<file path="config.mk">
export PLATFORM = sky130hd
export DESIGN_NAME = alu_driver
export DESIGN_NICKNAME = d
export VERILOG_FILES = /design/src/rtl/alu_pkg.sv /design/src/rtl/alu_ref_model.sv /design/src/rtl/alu_driver.sv
export SDC_FILE = /design/constraint.sdc
export NUM_CORES = 1
export LEC_CHECK = 0
export ABC_CLOCK_PERIOD_IN_PS = 3000
export CAP_MARGIN = 25
export CORE_MARGIN = 2
export CORE_UTILIZATION = 52
export DETAILED_ROUTE_END_ITERATION = 6
export GPL_TIMING_DRIVEN = 0
export PLACE_DENSITY_LB_ADDON = 0.08
export REMOVE_ABC_BUFFERS = 1
export SYNTH_ARGS = -nofsm -noshare
export SYNTH_HDL_FRONTEND = slang
export SYNTH_SLANG_ARGS = --single-unit
</file>
<file path="constraint.sdc">
create_clock -name clk -period 3 [get_ports clk]
set_input_delay 0.6 -clock clk [delete_from_list [all_inputs] [get_ports clk]]
set_output_delay 0.6 -clock clk [all_outputs]
set_load 0.02 [all_outputs]
</file>
<file path="src/rtl/alu_pkg.sv">
// Shared definitions for the serial-opcode ALU driver and its reference model:
// default operand width, opcode encodings and the driver FSM states.
package alu_pkg;

    localparam int unsigned ALU_DATA_WIDTH = 8;
    localparam int unsigned ALU_CNT_WIDTH  = 4;

    typedef enum logic [1:0] {
        OP_ADD  = 2'b00,
        OP_SUB  = 2'b01,
        OP_XOR  = 2'b10,
        OP_XNOR = 2'b11
    } alu_op_e;

    typedef enum logic [2:0] {
        IDLE,
        SEND1,
        SEND2,
        WAIT,
        RESP
    } drv_state_e;

endpackage

</file>
<file path="src/rtl/alu_ref_model.sv">
// Combinational golden model of the ALU: expected result and carry/borrow for
// an operation, usable by the driver and by standalone ALU checkers.
module alu_ref_model
    import alu_pkg::*;
#(
    parameter int unsigned DATA_WIDTH = ALU_DATA_WIDTH
) (
    input  logic [1:0]            op,
    input  logic [DATA_WIDTH-1:0] a,
    input  logic [DATA_WIDTH-1:0] b,
    output logic [DATA_WIDTH-1:0] exp_result,
    output logic                  exp_overflow
);

    logic [DATA_WIDTH:0] wide;

    // Arithmetic is done one bit wider so the top bit carries out (add) or borrows (sub).
    always_comb begin
        wide         = '0;
        exp_overflow = 1'b0;
        case (alu_op_e'(op))
            OP_ADD: begin
                wide         = {1'b0, a} + {1'b0, b};
                exp_overflow = wide[DATA_WIDTH];
            end
            OP_SUB: begin
                wide         = {1'b0, a} - {1'b0, b};
                exp_overflow = wide[DATA_WIDTH];
            end
            OP_XOR:  wide = {1'b0, a ^ b};
            OP_XNOR: wide = {1'b0, ~(a ^ b)};
            default: wide = '0;
        endcase
        exp_result = wide[DATA_WIDTH-1:0];
    end

endmodule

</file>
<file path="src/rtl/alu_driver.sv">
// Drives one request into a serial-opcode ALU (two operand strobes), waits a
// bounded time for alu_done, and returns the captured result with status.
module alu_driver
    import alu_pkg::*;
#(
    parameter int unsigned DATA_WIDTH = ALU_DATA_WIDTH,
    parameter int unsigned TIMEOUT    = 2
) (
    input  logic                  clk,
    input  logic                  reset_n,
    input  logic                  req_valid,
    output logic                  req_ready,
    input  logic [1:0]            req_op,
    input  logic [DATA_WIDTH-1:0] req_a,
    input  logic [DATA_WIDTH-1:0] req_b,
    output logic                  opcode_valid,
    output logic                  opcode,
    output logic [DATA_WIDTH-1:0] data,
    input  logic [DATA_WIDTH-1:0] alu_result,
    input  logic                  alu_overflow,
    input  logic                  alu_done,
    output logic                  rsp_valid,
    input  logic                  rsp_ready,
    output logic [DATA_WIDTH-1:0] rsp_result,
    output logic                  rsp_overflow,
    output logic                  rsp_timeout,
    output logic                  rsp_mismatch
);

    localparam logic [ALU_CNT_WIDTH-1:0] TIMEOUT_CNT = TIMEOUT[ALU_CNT_WIDTH-1:0];

    drv_state_e              state, state_next;
    logic [ALU_CNT_WIDTH-1:0] wait_cnt;
    alu_op_e                 op_q;
    logic [DATA_WIDTH-1:0]   a_q, b_q;
    logic [DATA_WIDTH-1:0]   exp_result;
    logic                    exp_overflow;
    logic                    accept, capture, expire;

    alu_ref_model #(
        .DATA_WIDTH (DATA_WIDTH)
    ) u_ref (
        .op           (op_q),
        .a            (a_q),
        .b            (b_q),
        .exp_result   (exp_result),
        .exp_overflow (exp_overflow)
    );

    always_ff @(posedge clk) begin
        if (!reset_n) begin
            state        <= IDLE;
            wait_cnt     <= '0;
            op_q         <= OP_ADD;
            a_q          <= '0;
            b_q          <= '0;
            rsp_result   <= '0;
            rsp_overflow <= 1'b0;
            rsp_timeout  <= 1'b0;
            rsp_mismatch <= 1'b0;
        end else begin
            state <= state_next;
            if (accept) begin
                op_q <= alu_op_e'(req_op);
                a_q  <= req_a;
                b_q  <= req_b;
            end
            if (state == SEND2) begin
                wait_cnt <= '0;
            end else if (state == WAIT) begin
                wait_cnt <= wait_cnt + 1'b1;
            end
            if (capture) begin
                rsp_result   <= alu_result;
                rsp_overflow <= alu_overflow;
                rsp_timeout  <= 1'b0;
                rsp_mismatch <= (alu_result != exp_result) || (alu_overflow != exp_overflow);
            end else if (expire) begin
                rsp_result   <= '0;
                rsp_overflow <= 1'b0;
                rsp_timeout  <= 1'b1;
                rsp_mismatch <= 1'b0;
            end
        end
    end

    always_comb begin
        state_next   = state;
        accept       = 1'b0;
        capture      = 1'b0;
        expire       = 1'b0;
        req_ready    = 1'b0;
        opcode_valid = 1'b0;
        opcode       = 1'b0;
        data         = '0;
        rsp_valid    = 1'b0;
        case (state)
            IDLE: begin
                req_ready = 1'b1;
                if (req_valid) begin
                    accept     = 1'b1;
                    state_next = SEND1;
                end
            end
            SEND1: begin
                opcode_valid = 1'b1;
                opcode       = op_q[0];
                data         = a_q;
                state_next   = SEND2;
            end
            SEND2: begin
                opcode_valid = 1'b1;
                opcode       = op_q[1];
                data         = b_q;
                state_next   = WAIT;
            end
            WAIT: begin
                // wait_cnt counts completed WAIT cycles, so this is cycle wait_cnt+1.
                if (alu_done) begin
                    capture    = 1'b1;
                    state_next = RESP;
                end else if (wait_cnt + 1'b1 >= TIMEOUT_CNT) begin
                    expire     = 1'b1;
                    state_next = RESP;
                end
            end
            RESP: begin
                rsp_valid = 1'b1;
                if (rsp_ready) begin
                    state_next = IDLE;
                end
            end
            default: state_next = IDLE;
        endcase
        // Handshake and bus outputs are held quiet for as long as reset is asserted.
        if (!reset_n) begin
            req_ready    = 1'b0;
            opcode_valid = 1'b0;
            opcode       = 1'b0;
            data         = '0;
            rsp_valid    = 1'b0;
        end
    end

endmodule
</file>
# == Word level (Yosys, flattened, before mapping) ==
# Index checks and enable logic that the tools add are counted.
# totals
regBits,36
in_bits,32
# classes
order_cmp,1
add_sub_neg,3
mux,29
reduce_logical,8
bitwise,3
eq_ne,12
# ops
cell,n
8-bit case mux with 4 select lines,1
8-bit 2-to-1 mux,3
1-bit 2-to-1 mux,17
8-bit case mux with 2 select lines,1
3-bit case mux with 5 select lines,1
3-bit 2-to-1 mux,4
8-bit by 8-bit adder with 9-bit output,1
8-bit by 8-bit subtractor with 9-bit output,1
8-bit != test,1
8-bit NOT,1
8-bit XOR,1
3-bit by 2-bit == test with 1-bit output (second input constant),2
2-bit OR reduction,3
4-bit by 1-bit adder with 4-bit output (second input constant),1
2-bit == test (second input constant),2
4-bit by 2-bit greater-or-equal comparator with 1-bit output (second input constant),1
2-bit != test (second input constant),2
1-bit case mux with 2 select lines,2
3-bit by 1-bit == test with 1-bit output (second input constant),1
3-bit == test (second input constant),1
3-bit logical NOT,1
3-bit by 2-bit != test with 1-bit output (second input constant),1
3-bit AND reduction,1
2-bit by 1-bit == test with 1-bit output (second input constant),1
other kinds (5),5

# == Logic depth before layout (Yosys ltp) ==
# Gate-level depths: netlist (run 1).
# logic_depth
word_depth,7
ltp_mapped,10
ltp_nobuf,10

# == Modules after synthesis ==
# A second synthesis (run 1) with hierarchy kept.
# unflattened
hier_cells,298
area_unflattened_um2,2469.9
# modules_own_cells
mod,n_inst,area_per_inst_um2,cells_each,seq_area_each_um2
alu_driver,1,1710.4,195,720.7
alu_ref_model,1,759.5,103,0.0

# == Worst setup path before layout (run 1) ==
# No wires, ideal clock.
# synth_path
kind,flip-flop to flip-flop
start,register b_q[1]
end,register rsp_mismatch
setup_slack_ns,0.602
n_path_buf,0
stages_incl_launch_ff,10
arrival_ns,2.271
t_required_ns,2.873
setup_ns,0.127
path_cell_list,dfxtp_1 -> inv_1 -> ha_1 -> nor2b_1 -> o311ai_0 -> mux2_4 -> a2111oi_4 -> nand3_1 -> nor4_1 -> a31oi_1
# synth_between
elab_chain_cells,6
word_cells_on_any_way,10
# synth_rtl
element,line_no,source
"start, declared",alu_driver.sv:35,"logic [DATA_WIDTH-1:0] a_q, b_q;"
"start signal, assigned",alu_driver.sv:66,b_q <= req_b;
branches (longest 4 deep; another with 8-bit by 8-bit subtractor with 9-bit output),-,
1-bit logical OR (*),alu_driver.sv:77,rsp_mismatch <= (alu_result != exp_result) || (alu_overflow != exp_overflow);
1-bit 2-to-1 mux (*),alu_driver.sv:73,if (capture) begin
"end signal, assigned",alu_driver.sv:77,
"end, declared",alu_driver.sv:27,output logic rsp_mismatch
# Mark *: on every way between the ends.
# A chain may end at the register's enable or synchronous reset.

# == Final worst setup path (run 1) ==
# layout_path
start,register state[0]
end,output port data[5]
# layout_between
elab_chain_cells,3
word_cells_on_any_way,4
# layout_rtl
element,line_no,source
"start, declared",alu_driver.sv:32,"drv_state_e state, state_next;"
"start signal, assigned",alu_driver.sv:62,state <= state_next;
3-bit by 2-bit == test with 1-bit output or 3-bit by 1-bit == test with 1-bit output (tied branches),alu_driver.sv:97,case (state)
8-bit case mux with 2 select lines (*),alu_driver.sv:97,
8-bit 2-to-1 mux (*),alu_driver.sv:136,if (!reset_n) begin
"end, declared",alu_driver.sv:18,"output logic [DATA_WIDTH-1:0] data,"
# Mark *: on every way between the ends. The rest lies on a longest branch, timed or not.

==> out/results.txt, run 1 <==
Max_cap viols: 0
Setup Buffers After CTS: 0
Cell with the most instances after synthesis: nand2_1
XOR/XNOR Fraction of Synth Area: 0.04362
Post-synthesis register bit count: 36
Unrepaired setup endpoints after global routing: no
Layout Cells excl Fill: 448
Post-DRT Antenna Nets: 0
Largest net degree at the start of global routing: 37
First-pass GRT wire length: 9798 µm
Ys flop type: dfxtp_1
Seq/Total Area, Yosys: 0.2761
Pwr dens: 404.9 nW/µm²
1st-iter DRT viols: 126
Crit path max-delay cell type: clkdlybuf4s50_1
Fmax: 0.3535 GHz
Type of the worst setup path: reg -> out
Main combinational cell family by area after synthesis: simple AND/OR/NAND/NOR gates
Max incr delay on CP: 0.61 ns
# setup viols final: 0
Final hold vios: 0
Mapped cell area: 2610 µm²
Number of warnings issued by yosys: 0
DIE WIDTH: 74.85 µm
Setup slack, reg-to-reg: 0.27 ns
Fin area: 3258 µm²
Clock Sinks: 36
Drt first pass iters: 4
Routed length per instance: 13.19 µm
Simple-gate portion of the synthesized area: 0.2718
Post-route setup TNS: 0 ns
Relative slew slack: 0.4868
Synth Area in Compound Gates: 0.2387
Outcome: completed
Dpl cell area: 3166 µm²
Share of cells above drive strength 1: 0.04199
CTS tree: yes
Mux contribution to synthesized area: 0.009588
Crit. End Element: primary output
Post-Route WL: 5910 µm
Fillers: 449
Gr usage total: 0.2203
Hold depth: 2
Worst Path Arrival: 2.23 ns
Diodes inserted: 0
Clk buf depth: 2
Dominant cell type by area after synthesis: dfxtp_1
Final Slew Violations: 0
Initial antenna violation count: 0
FP Rows: 25
CP startpoint kind: flop
Max VDD drop: 0.0002364 V
Clk root buf: clkbuf_8
Pre-CTS setup slack: -0.7585 ns
Synth area leaders: dfxtp_1 (28%), ha_1 (9.1%), nand2_1 (6.9%)
Dpl hpwl: 4501 µm
Hold Path Class: reg -> reg
CTS Hold Buffers Added: 0
Finished Core Util: 0.6808
Worst r2r src: b_q[1]
Port Buffers: 54
Leakage Power: 1.225 nW
Die Span Y: 74.85 µm
Synthesized-area fraction occupied by adder cells: 0.1064
Io pins: 55
Syn Area/Cell: 7.791 µm²
CP Cell Sequence: nor2b_2 -> a22oi_1 -> nor2_1 -> clkdlybuf4s50_1
Min-Delay Startpoint: b_q[2]
Distinct cells, synth: 48
Async S/R FF share, synth: 0
Number of synthesized flops with an enable pin: 0
CP max FO: 13
Worst-case reg-to-reg path depth: 9
WHS Endpoint: b_q[2]
Placer Congestion: 0.8815
Share of the synthesized area in the top cell type: 0.2761
# DRC: 0
Fin Clk Skew: 0.006808 ns
CTS H-Tree Depth: 2
Total die area: 5602 µm²
Syn Inst Count: 335
Clock-pin slew on the worst setup and hold paths: 0.07 ns
Synth top cells by count: nand2_1 (48), dfxtp_1 (36), nor2_1 (35)
Vias: 2490
Area grow syn2layout: 24.83%
Vias in the first global route: 2341
Worst-margin pin slew: 0.7687 ns
Inst Count DP: 440
Vias per inst: 5.558
Period utilisation layout: 0.9430
Clock Latency Late Sink: 0.29 ns
FF-to-FF End: rsp_mismatch
Initial cell density of the core: 0.5454
Final nets: 433
Total CTS buffers: 5
Worst EP required: 2.40 ns
Core area: 4786 µm²
Crit path time final: 2.829 ns
Post-route setup slack: 0.1709 ns
GRT Residual Overflow: 0
worst max-delay path, delay by kind of cell, from the launching register on:
kind | cells | cell delay, ns
and+or+nand+nor | 2 | 0.60
DFF | 1 | 0.60
AOI/OAI and AO/OA | 1 | 0.13
buffers and inverters | 1 | 0.61
timing repair:
item	CTS	global route
pin swaps	0	0
gates resized for setup	6	2
setup endpoints to repair	12	10
hold endpoints to repair	0	0
where the power goes:
group | total (W) | switching [W] | internal (W) | leakage (nW)
sequential | 0.000546 | 0.0000426 | 0.000503 | 0.293
clock | 0.000357 | 0.000169 | 0.000187 | 0.0455
combinational | 0.000417 | 0.000222 | 0.000195 | 0.887
placed cells by master (no fill, tap or decap), drive strengths merged, types with 3 or more instances in the layout:
cell type	instances
dfxtp	36
xor2	4
nor2b	18
a21oi	12
nor3	9
nand3	3
nand2b	6
a21boi	19
nand2	48
inv	17
a22oi	19
nand3b	3
clkbuf	8
ha	19
o21bai	3
o21a	3
and3	5
a31oi	3
o21ai	10
a211oi	3
xnor2	9
nor2	35
and2	6
clkdlybuf4s50	53
worst max-delay path by stage:
stage / endpoint / slack, ns / start
6_report: data[5] / 0.17 / state[0]
2_1_floorplan: rsp_mismatch / 0.60 / b_q[1]
5_1_grt: data[1] / 0.05 / state[0]
3_3_place_gp: req_ready / -0.79 / reset_n
4_1_cts: req_ready / 0.09 / reset_n
3_5_place_dp: req_ready / -0.76 / reset_n
per-layer routing:
layer | up-vias | wire length [µm] | part of all wire | GRT usage
li1 | 1253 | - | - | -
met1 | 1175 | 2685 | 0.45 | 0.2634
met2 | 56 | 2934 | 0.50 | 0.3977
met3 | 6 | 228 | 0.039 | 0.03481
met4 | 0 | 62 | 0.010 | 0.07738
met5 | - | 0 | 0 | 0
final cells by class:
class / instances / area [µm²] / area share
Multi-Input combinational cell: 265 / 1757 / 0.5392
Sequential cell: 36 / 720.7 / 0.2212
Timing Repair Buffer: 55 / 543.0 / 0.1667
Clock buffer: 8 / 90.09 / 0.02765
Tap cell: 67 / 83.83 / 0.02573
Inverter: 17 / 63.81 / 0.01959
state kept, by name, indices dropped and copies added (netlist names), 2 cells and up:
register    flops
a_q             8
b_q             8
rsp_result      8
wait_cnt        4
state           3
op_q            2
cell families (layout without fill, tap and decap cells):
| family | after synthesis | count (layout) |
|---|---|---|
| AND/OR/NAND/NOR | 142 | 142 |
| AO/OA/AOI/OAI | 87 | 87 |
| flip-flops | 36 | 36 |
| buffers and inverters | 34 | 80 |
| adder cells (fa/ha/maj) | 21 | 21 |
| XOR/XNOR | 13 | 13 |
| multiplexers | 2 | 2 |
stage by stage:
stage                     hold WS, ns  total power (W)
final                          0.5073         0.001319
after CTS                      0.5110         0.001328
after global routing           0.5372         0.001396
after floorplan                0.4733        0.0008323
after global placement         0.4958        0.0009595
after detailed placement       0.5045        0.0009711
Note: power is estimated with default switching activity, not from simulation.
==> run 2, diff against run 1 <==
Settings changed: SKIP_LAST_GASP from default to 1.
==> results of run 2 <==
No change in the layout: final DEF, timing and power equal those of run 1.
==> run 3, diff against run 2 <==
Settings changed: ABC_CLOCK_PERIOD_IN_PS 3000 to 3600, CORE_UTILIZATION 52 to 55.
Clock period 3 ns to 3.6 ns, I/O delays scaled along.
==> run 3 against run 2 <==
Routed wire length grew 2.1%. Clock power shrank 16%. Worst hold slack lost 0.0023 ns. Design area shrank 0.42%. Setup slack gained 0.078 ns. Clock skew shrank 0.00088 ns. Final cell count shrank 2.9%. Non-clock buffer count is the same. Total power shrank 16%. Largest cell class unchanged. Largest power group unchanged.
==> out/results.txt, run 3 (synthesized netlist as in run 1, its figures left out) <==
Clock Latency Late Sink: 0.29 ns
# setup viols final: 0
CP startpoint: reset_n
Vias per inst: 5.540
1st-iter DRT viols: 88
Cts repair resizes: 3
Final hold vios: 0
First-pass GRT wire length: 10160 µm
Vias in the first global route: 2192
Fin Clk Skew: 0.005933 ns
Final hold slack: 0.5050 ns
Setup slack, reg-to-reg: 0.82 ns
Worst r2r src: b_q[1]
Gr usage total: 0.2401
Commonest non-fill, non-tap cell in the layout: clkdlybuf4s50_1
Post-DRT Antenna Nets: 0
Most frequent cells in the layout: clkdlybuf4s50_1 (53), nand2_1 (48), dfxtp_1 (36), nor2_1 (35)
Post-Route WL: 6035 µm
Pwr dens: 340.4 nW/µm²
Die Span Y: 72.89 µm
DIE WIDTH: 72.89 µm
Post-route setup slack: 0.2494 ns
Vias: 2410
GR peak layer: met2
Fmax: 0.2985 GHz
Routed length per instance: 13.87 µm
Outcome: completed
Core area: 4661 µm²
CTS tree: yes
Worst Path Arrival: 2.63 ns
Final nets: 433
# DRC: 0
Initial antenna violation count: 0
Top Registers: a_q (8), b_q (8), rsp_result (8)
Finished Core Util: 0.6961
Diodes inserted: 0
Type of the worst setup path: in -> out
Max VDD drop: 0.0001875 V
Area grow syn2layout: 24.30%
Share of cells above drive strength 1: 0.03675
Hold Path Class: reg -> reg
GRT met1 Usage: 0.3376
Largest net degree at the start of global routing: 37
Port Buffers: 54
CP max FO: 36
CTS Hold Buffers Added: 0
Period utilisation layout: 0.9307
Met3 Track Usage GR: 0.04420
Total Power: 0.001104 W
GRT Residual Overflow: 0
Crit. End Element: primary output
Io pins: 55
Relative slew slack: 0.4930
Unrepaired setup endpoints after global routing: no
Drt first pass iters: 4
Worst EP required: 2.88 ns
Max_cap viols: 0
FP Rows: 25
Clock-pin slew on the worst setup and hold paths: 0.07 ns
Clk root buf: clkbuf_8
CP startpoint kind: primary input
Placer Congestion: 0.9018
Clk buf depth: 2
Post-route setup TNS: 0 ns
Setup Buffers After CTS: 0
Total CTS buffers: 5
Min-Delay Startpoint: b_q[6]
Crit path time final: 3.351 ns
Initial cell density of the core: 0.5600
Pre-CTS setup slack: -0.4453 ns
Clock Sinks: 36
Leakage Power: 1.225 nW
Met2 GRT Util: 0.3798
Dpl hpwl: 4520 µm
Total die area: 5312 µm²
Worst-margin pin slew: 0.7595 ns
CTS H-Tree Depth: 2
Final Slew Violations: 0
## run 3: power by group
group          total [W]  switching [W]  internal [W]
sequential      0.000455      0.0000356      0.000419
clock           0.000301       0.000146      0.000156
combinational   0.000349       0.000186      0.000162
## run 3: cell type report
class | count | area (µm²)
clock buffer | 7 | 86.33
clock inverter | 1 | 7.507
fill | 399 | 1416
inverter | 17 | 63.81
multi-input combinational | 265 | 1749
sequential | 36 | 720.7
tap | 54 | 67.56
timing repair buffer | 55 | 549.3
## run 3: path summary, 6_finish.rpt
path | end | depth (start not counted)
max | req_ready | 4
min | b_q[6] | 2
max reg2reg | rsp_mismatch | 9
min reg2reg | b_q[6] | 2
## run 3: worst max-delay path, cell delays in order
cell             delay, ns
clkdlybuf4s15_2       0.55
nand2b_1              0.42
nor3_1                0.29
clkdlybuf4s50_1       0.65
## run 3: layer usage
metal | up-vias | share of wire
met4 | 0 | 0.011
met5 | - | 0
li1 | 1248 | -
met1 | 1095 | 0.49
met2 | 58 | 0.46
met3 | 9 | 0.041
## run 3: stage by stage
step / instances / instance area (µm²)
after detailed placement: 427 / 3149
after floorplan: 318 / 2534
after global placement: 426 / 3142
after CTS: 435 / 3244
final: 435 / 3244
after global routing: 435 / 3244
